--- src/rtl/or8_operand_loader_pkg.sv ---
// Shared definitions for the OR8 operand loader: FSM encodings and the default operand width.
package or8_operand_loader_pkg;

  localparam int DEFAULT_WIDTH = 8;

  typedef enum logic [1:0] {
    ST_LOAD_A = 2'd0,
    ST_LOAD_B = 2'd1,
    ST_HOLD   = 2'd2
  } state_e;

  // BIT_CNT must be able to represent WIDTH-1 plus one guard bit.
  function automatic int cnt_width(input int w);
    return $clog2(w) + 1;
  endfunction

endpackage

--- src/rtl/or8_operand_loader_if.sv ---
// Serial-in / parallel-out bundle between the stream source, the loader and the OR8 consumer.
interface or8_operand_loader_if
  import or8_operand_loader_pkg::*;
#(
  parameter int WIDTH = DEFAULT_WIDTH
);
  localparam int CNT_W = cnt_width(WIDTH);

  logic             SDI;
  logic             SDI_VALID;
  logic             CLR;
  logic             READY;
  logic [WIDTH-1:0] A;
  logic [WIDTH-1:0] B;
  logic             VALID;
  logic             BUSY;
  logic [CNT_W-1:0] BIT_CNT;

  modport master (
    output SDI, SDI_VALID, CLR, READY,
    input  A, B, VALID, BUSY, BIT_CNT
  );

  modport slave (
    input  SDI, SDI_VALID, CLR, READY,
    output A, B, VALID, BUSY, BIT_CNT
  );
endinterface

--- src/rtl/or8_operand_loader_sipo_shift_reg.sv ---
// Serial-in parallel-out register; shift direction picks which end the first bit lands in.
module sipo_shift_reg #(
  parameter int WIDTH     = 8,
  parameter bit MSB_FIRST = 1'b1
) (
  input  logic             CLK,
  input  logic             RST_N,
  input  logic             EN,
  input  logic             SDI,
  output logic [WIDTH-1:0] Q
);

  logic [WIDTH-1:0] q_q;
  logic [WIDTH-1:0] q_d;

  always_comb begin
    q_d = q_q;
    if (EN) begin
      if (MSB_FIRST) q_d = {q_q[WIDTH-2:0], SDI};
      else           q_d = {SDI, q_q[WIDTH-1:1]};
    end
  end

  always_ff @(posedge CLK) begin
    if (!RST_N) q_q <= '0;
    else        q_q <= q_d;
  end

  assign Q = q_q;

endmodule

--- src/rtl/or8_operand_loader.sv ---
// Collects operand A then B from a serial stream and presents them to the OR8 stage with VALID/READY.
module or8_operand_loader
  import or8_operand_loader_pkg::*;
#(
  parameter int WIDTH     = DEFAULT_WIDTH,
  parameter bit MSB_FIRST = 1'b1
) (
  input logic                 CLK,
  input logic                 RST_N,
  or8_operand_loader_if.slave bus
);

  localparam int               CNT_W = cnt_width(WIDTH);
  localparam logic [CNT_W-1:0] LAST  = CNT_W'(WIDTH - 1);

  state_e           state_q, state_d;
  logic [CNT_W-1:0] cnt_q, cnt_d;
  logic             valid_q, valid_d;
  logic             shift_a, shift_b;
  logic [WIDTH-1:0] a_w, b_w;

  always_comb begin
    state_d = state_q;
    cnt_d   = cnt_q;
    valid_d = valid_q;
    shift_a = 1'b0;
    shift_b = 1'b0;
    // Abort outranks both the stream and the consumer handshake.
    if (bus.CLR) begin
      state_d = ST_LOAD_A;
      cnt_d   = '0;
      valid_d = 1'b0;
    end else begin
      case (state_q)
        ST_LOAD_A: begin
          if (bus.SDI_VALID) begin
            shift_a = 1'b1;
            if (cnt_q == LAST) begin
              state_d = ST_LOAD_B;
              cnt_d   = '0;
            end else begin
              cnt_d = cnt_q + 1'b1;
            end
          end
        end
        ST_LOAD_B: begin
          if (bus.SDI_VALID) begin
            shift_b = 1'b1;
            if (cnt_q == LAST) begin
              state_d = ST_HOLD;
              cnt_d   = '0;
              valid_d = 1'b1;
            end else begin
              cnt_d = cnt_q + 1'b1;
            end
          end
        end
        ST_HOLD: begin
          // Stream bits arriving here are dropped, including the one in the handshake cycle.
          if (valid_q && bus.READY) begin
            state_d = ST_LOAD_A;
            cnt_d   = '0;
            valid_d = 1'b0;
          end
        end
        default: begin
          state_d = ST_LOAD_A;
          cnt_d   = '0;
          valid_d = 1'b0;
        end
      endcase
    end
  end

  always_ff @(posedge CLK) begin
    if (!RST_N) begin
      state_q <= ST_LOAD_A;
      cnt_q   <= '0;
      valid_q <= 1'b0;
    end else begin
      state_q <= state_d;
      cnt_q   <= cnt_d;
      valid_q <= valid_d;
    end
  end

  sipo_shift_reg #(.WIDTH(WIDTH), .MSB_FIRST(MSB_FIRST)) u_sipo_a (
    .CLK   (CLK),
    .RST_N (RST_N),
    .EN    (shift_a),
    .SDI   (bus.SDI),
    .Q     (a_w)
  );

  sipo_shift_reg #(.WIDTH(WIDTH), .MSB_FIRST(MSB_FIRST)) u_sipo_b (
    .CLK   (CLK),
    .RST_N (RST_N),
    .EN    (shift_b),
    .SDI   (bus.SDI),
    .Q     (b_w)
  );

  assign bus.A       = a_w;
  assign bus.B       = b_w;
  assign bus.VALID   = valid_q;
  assign bus.BIT_CNT = cnt_q;
  assign bus.BUSY    = (state_q == ST_LOAD_B) ||
                       ((state_q == ST_LOAD_A) && (cnt_q != '0));

endmodule
--- src/flat_wrapper.sv ---
// flat-port wrapper written by rule: the top's interface ports become plain ports
module or8_operand_loader_flat import or8_operand_loader_pkg::*;
#(
  parameter int WIDTH     = DEFAULT_WIDTH,
  parameter bit MSB_FIRST = 1'b1
)
  (CLK, RST_N, bus_SDI, bus_SDI_VALID, bus_CLR, bus_READY, bus_A, bus_B, bus_VALID, bus_BUSY, bus_BIT_CNT);
  or8_operand_loader_if #(.WIDTH(WIDTH)) bus_i ();
  input logic CLK;
  input logic RST_N;
  input wire logic [$bits(bus_i.SDI)-1:0] bus_SDI;
  input wire logic [$bits(bus_i.SDI_VALID)-1:0] bus_SDI_VALID;
  input wire logic [$bits(bus_i.CLR)-1:0] bus_CLR;
  input wire logic [$bits(bus_i.READY)-1:0] bus_READY;
  output wire logic [$bits(bus_i.A)-1:0] bus_A;
  output wire logic [$bits(bus_i.B)-1:0] bus_B;
  output wire logic [$bits(bus_i.VALID)-1:0] bus_VALID;
  output wire logic [$bits(bus_i.BUSY)-1:0] bus_BUSY;
  output wire logic [$bits(bus_i.BIT_CNT)-1:0] bus_BIT_CNT;
  assign bus_i.SDI = bus_SDI;
  assign bus_i.SDI_VALID = bus_SDI_VALID;
  assign bus_i.CLR = bus_CLR;
  assign bus_i.READY = bus_READY;
  assign bus_A = bus_i.A;
  assign bus_B = bus_i.B;
  assign bus_VALID = bus_i.VALID;
  assign bus_BUSY = bus_i.BUSY;
  assign bus_BIT_CNT = bus_i.BIT_CNT;
  or8_operand_loader #(.WIDTH(WIDTH), .MSB_FIRST(MSB_FIRST)) u_core (.CLK(CLK), .RST_N(RST_N), .bus(bus_i));
endmodule
--- config.mk ---
export PLATFORM = sky130hd
export DESIGN_NAME = or8_operand_loader_flat
export DESIGN_NICKNAME = d
export VERILOG_FILES = /design/src/rtl/or8_operand_loader_pkg.sv /design/src/rtl/or8_operand_loader_if.sv /design/src/rtl/or8_operand_loader_sipo_shift_reg.sv /design/src/rtl/or8_operand_loader.sv /design/src/flat_wrapper.sv
export SDC_FILE = /design/constraint.sdc
export NUM_CORES = 1
export LEC_CHECK = 0
export CORE_MARGIN = 1.5
export CORE_UTILIZATION = 41
export CTS_CLUSTER_DIAMETER = 50
export DETAILED_ROUTE_END_ITERATION = 8
export PLACE_DENSITY = 0.73
export SLEW_MARGIN = 30
export SYNTH_ARGS = -nofsm -noshare
export SYNTH_HDL_FRONTEND = slang
export SYNTH_HIERARCHICAL = 1
export SYNTH_SLANG_ARGS = --single-unit
--- constraint.sdc ---
create_clock -name CLK -period 1.51 [get_ports CLK]
set_clock_uncertainty 0.05 [all_clocks]
set_input_delay 0.453 -clock CLK [delete_from_list [all_inputs] [get_ports CLK]]
set_output_delay 0.453 -clock CLK [all_outputs]
set_load 0.02 [all_outputs]
### Yosys cells after proc, flatten, opt, wreduce, memory -nomap -nowiden

Index checks and enable logic that the tools add are counted.

* register bits after elaboration: 23
* bits of input ports: 6
* output and inout port bits: 22
* word-level logic and storage cells: 46

* $add $sub $neg: 1
* eq/ne operators: 9
* multiplexer cells: 19
* bitwise gates (word level): 2
* reductions and logical operators: 10

Operators by type and width (number)
* 4-bit two-way mux: 3
* 2-bit two-way mux: 5
* 1-bit two-way mux: 8
* 2-bit by 1-bit inequality test with 1-bit output, second input constant: 4
* 4-bit one-hot mux with 2 select lines: 1
* 2-bit one-hot mux with 3 select lines: 1
* 5-bit AND reduction: 1
* 4-bit by 1-bit adder with 4-bit output, second input constant: 1
* 4-bit by 3-bit == test with 1-bit output, second input constant: 1
* 2-bit inequality test, second input constant: 2
* 4-bit AND reduction: 1
* 4-bit nonzero test: 1
* 2-bit OR reduction: 2
* 1-bit one-hot mux with 3 select lines: 1
* 2-bit by 1-bit == test with 1-bit output, second input constant: 1
* 2-bit == test, second input constant: 1
* 1-bit logical AND: 2
* 2-bit logical NOT: 1
* 1-bit NOT: 2
* 2-bit AND reduction: 1
* 1-bit logical OR: 1

### Logic depth before layout (Yosys ltp)

* depth after elaboration: 4
* depth in mapped cells: 5
* mapped depth without buffers: 5

### Cells and area by module

Netlist, hierarchy kept.

Modules (own cells, without submodules)
* sipo_shift_reg: times used 2, cells an instance 25, area an instance 301.5 sq um, sequential area each 160.2 sq um
* or8_operand_loader: times used 1, cells an instance 46, area an instance 392.9 sq um, sequential area each 140.1 sq um

### Worst setup path before layout

No wires, ideal clock.

* path kind: register to output
* from: register u_core.cnt_q[0], in the netlist u_core/bus.BIT_CNT[0]
* to: output bus_BUSY
* arrival time: 1173 ps
* required time: 1007 ps
* setup slack: -166 ps
* cell stages (with the launch flop): 5
* path buffers: 0
* cell sequence: dfxtp_1 > inv_1 > ha_1 > nor4b_1 > nor2_1

* longest elaborated chain between the ends: 3

Ends and longest elaborated chain
* start, declared: RTL line or8_operand_loader.sv:17 `logic [CNT_W-1:0] cnt_q, cnt_d;`
* start signal, assigned: RTL line or8_operand_loader.sv:82 `cnt_q <= cnt_d;`
* 4-bit nonzero test: RTL line or8_operand_loader.sv:108 `((state_q == ST_LOAD_A) && (cnt_q != '0));`
* 1-bit logical AND: RTL line or8_operand_loader.sv:108
* 1-bit logical OR: RTL line or8_operand_loader.sv:107 `assign bus.BUSY = (state_q == ST_LOAD_B) ||`
* end, declared: RTL line flat_wrapper.sv:18 `output wire logic [$bits(bus_i.BUSY)-1:0] bus_BUSY;`

Every way passes these cells.

### Worst setup path after layout

Ends and elaborated chain as after synthesis.

==> impl.org <==
** Timing
- Upper clock frequency limit :: 0.5833 GHz
- Setup repair after global routing could not meet its margin everywhere.
- The number of pins with negative max-slew slack in the final report came to 0.
- Worst hold margin :: between 400 and 500 ps
- For the pin with the worst max-slew slack, the measured transition is 255.5 ps.
- Crit path setup slack, layout :: -204.3 ps
- Hold Fails Final Rpt :: 0
- Minimum period implied by the final worst setup slack :: 1714 ps
- Setup violations remaining at the end of the flow were counted as 9.
- Measured against its own limit, the worst slew margin works out to 82.97%.
- Adding up every negative setup slack in the final design gives -313.3 ps.
- The final critical path takes up 113.5% of the cycle.

** Critical path
- Register-to-Register Setup Slack :: -30 ps
- The startpoint identified for the worst register-to-register timing path is u_core/state_q[0].
- The worst setup path is captured at a primary output.
- Required time of the critical path :: about 1000 ps
- The worst register-to-register path ends at u_core/u_sipo_b/Q[6].
- Crit Path Category :: flip-flop to primary output
- Reg2reg path depth :: 5
- In this run the worst path has a maximum fanout of 2.
- Startpoint kind of the worst setup timing path :: flip-flop
- Arrival time of the worst setup path :: 1210 ps

** Global routing
- Antenna violations before repair :: 0
- The first global-routing pass estimated 3.629 mm of wire.
- All-layer global routing usage :: 17.76%
- Total gr overflow :: 0
- Pin count of the biggest net entering global routing :: 17
- The via count of the first global-routing pass was 826.

** Hold path
- The tightest min-delay check is of the flip-flop to flip-flop type.
- The worst hold path passes through 2 cells.
- Endpoint, Worst Hold :: u_core/bus.VALID
- Min-delay src :: u_core/bus.VALID

** Detailed routing
- Via density per instance :: between 4 and 5
- Post-route antenna net violation count :: 0
- Dividing the detail-routed wire length by the instance count gives 12.86 um.
- The final layout contains routed wiring with a total length of ~2.1 mm.
- After detailed routing, the number of remaining DRC violations is 0.
- Count of TritonRoute iterations in the first routing pass :: 4
- Detailed router's first-iteration violation count :: 3
- Total vias in the final route :: 799

** Yosys
- Avg Inst Size Synth :: 10.37 um^2
- Synthesized netlist cell count :: 96
- Cell area after synthesis :: 996.0 um^2
- For this run, the number of Yosys warnings is 6.
- For this run, the leading register cell type out of synthesis is dfxtp_1.
- Summing the sequential cell areas from Yosys gives 46.23% of the chip area.
- Counting every net in the synthesized netlist gives 104.
- Netlist cell types :: 23
- Yosys mapped a number of flops with a built-in enable equal to 0.
- Share of synthesized registers carrying an async set or reset :: 0%
- Counting flops and latches in the post-synthesis netlist gives 23.

** Floorplan
- The die is 52.29 um wide.
- Core box area :: 2255 um^2
- The die covers ~2700 um^2.
- For this configuration, the core starts out at a cell density of 44.17%.
- Y dimension of the die :: 52.29 um
- During I/O placement, the number of pins put on the boundary was 28.
- FP Rows :: 17

** Run
- Maximum capacitance violations :: 0

** Pwr
- Of the total power, the share spent switching nets is 22.61%.
- In this run the power spent charging and discharging nets is about 220 uW.
- Per report_power, the clock group accounts for roughly 28% of the total.
- Power Density :: 683.2 nW/um^2
- The design draws around 980 uW.
- In this run the static leakage power is between 0.5 and 0.6 nW.
- Of the total power, combinational logic draws 9.3%.
- VDD sags by at most about 490 uV.
- The internal power of the cells totals about 760 uW.
- Sequential cells burn 62.3% of the power.

** Cells and area
- Post-Layout Cell Count :: 163
- The repair_antennas step left the layout with diodes totalling 0.
- Syn-to-layout area delta :: 43.84%
- The net count of the finished layout is roughly 140.
- Counting the fill cells in the layout gives 196.
- The post-route netlist has 42.96% of its cells at a drive strength greater than 1.

** Clocking
- Setup fix buffers added after clock tree synthesis :: 0
- Clock Pin Slew Worst Setup and Hold Paths :: 120 ps
- Clock tree synthesis inserted a total of 3 buffers.
- CTS built an H-tree with a depth of 1.
- TritonCTS built the clock tree.
- For this design, the sink count on the clock tree is 23.
- At the later pin of the worst-skew pair, clock insertion delay measures 300 ps.
- Number of buffers on the longest clock path :: 2
- Root buf cell :: clkbuf_4

** Outcome
- The run finished, with violations left.
- The checks that failed: negative setup slack.

** Placed design
- After detailed placement, the design holds a cell count of 159.
- Once detailed placement completed, the half-perimeter wirelength came to 1.449 mm.
- Routability-driven placement congestion ratio :: a little over 0.7
- Number of buffers inserted by port buffering :: 27
critical path, stage by stage (launching register included):
cell and delay (ps):
dfxtp_4 370, inv_2 60, ha_4 120, nor4b_4 180
nor2_2 50, buf_6 130
kinds of logic after synthesis:
logic type | count (synthesis) | synth area share [%]
xor+xnor | 1 | 0.8796
simple gates | 38 | 23.37
buf+inv | 5 | 3.517
mux | 17 | 17.09
fa+ha+maj | 2 | 2.512
flops | 23 | 46.23
compound gates | 10 | 6.406
power by group through the flow:
stage	clock [mW]	combinational [mW]	sequential [mW]
2_1_floorplan	0	0.0378	0.629
3_3_place_gp	0	0.0853	0.624
3_5_place_dp	0	0.0855	0.624
4_1_cts	0.293	0.0857	0.611
5_1_grt	0.319	0.0989	0.611
6_report	0.277	0.0915	0.610
cells in the final DEF, fill, tap and decap left out, types with 2 or more instances in the layout:
cell / instances
clkdlybuf4s15_2: 8
dfxtp_1: 12
nand2b_1: 2
nand2_1: 4
clkbuf_4: 3
clkbuf_2: 8
dfxtp_2: 9
mux2i_1: 16
a21oi_1: 7
buf_6: 5
buf_4: 11
clkdlybuf4s50_1: 3
nor4b_4: 2
nor4_1: 2
nor2b_1: 16
nor2_1: 3
dfxtp_4: 2
nand3b_1: 3
how the worst max path moves through the flow:
stage	from	endpoint	slack, ps	cells after the start
final	u_core/bus.BIT_CNT[0]	bus_BUSY	-200	5
after global routing	u_core/bus.BIT_CNT[1]	bus_BUSY	-260	5
after CTS	u_core/bus.BIT_CNT[1]	bus_BUSY	-220	5
after detailed placement	bus_SDI_VALID	u_core/u_sipo_b/Q[6]	-390	5
after global placement	bus_SDI_VALID	u_core/u_sipo_b/Q[3]	-370	5
after floorplan	u_core/bus.BIT_CNT[0]	bus_BUSY	40	4
layer usage:
| layer | track usage [%] | up-vias | share of wire (%) |
|---|---|---|---|
| met4 | 6.410 | 0 | 0.72 |
| met5 | 0 | - | 0 |
| met3 | 2.857 | 2 | 4.8 |
| met1 | 22.46 | 365 | 45 |
| li1 | - | 410 | - |
| met2 | 30.21 | 22 | 50 |
synth_stat cells (all sizes together), types with 2 or more instances:
master | count | area, um^2
nor4 | 2 | 12.51
nand2 | 4 | 15.01
nand3b | 3 | 22.52
mux2i | 17 | 170.2
dfxtp | 23 | 460.4
a21oi | 8 | 43.79
buf | 3 | 27.52
inv | 2 | 7.510
nor4b | 2 | 17.52
nor2 | 4 | 15.01
nor2b | 16 | 100.1
nand2b | 2 | 12.51
ha | 2 | 25.02
cell type report:
type	instances	area [um^2]	area share, %
multi-input combinational	68	555.5	38.78
sequential	23	479.2	33.45
tap	28	35.03	2.445
clock inverter	1	5.005	0.3493
timing repair buffer	38	325.3	22.71
clock buffer	3	22.52	1.572
inverter	2	10.01	0.6987
sequential cells by signal, summed over array words and instances, names as in the netlist:
register,cells
u_core/bus.BIT_CNT,4
u_core/u_sipo_b/Q,8
u_core/bus.VALID,1
u_core/u_sipo_a/Q,8
u_core/state_q,2
stage by stage:
| stage | cell area, um^2 | setup slack, ps | util [%] |
|---|---|---|---|
| 4_1_cts | 1428 | -215.5 | 63.32 |
| 3_3_place_gp | 1385 | -374.1 | 61.43 |
| 6_report | 1433 | -204.3 | 63.54 |
| 5_1_grt | 1433 | -258.2 | 63.54 |
| 2_1_floorplan | 1012 | 35.75 | - |
| 3_5_place_dp | 1385 | -394.3 | 61.43 |
timing repair:
action / 4_1_cts / 5_1_grt
endpoints found under the hold margin: 0 / 0
pin swaps: 3 / 0
hold buffers: 0 / 0
setup endpoints to repair: 30 / 37
resized for setup: 72 / 28
No activity file was read; power rests on OpenSTA's default activity.
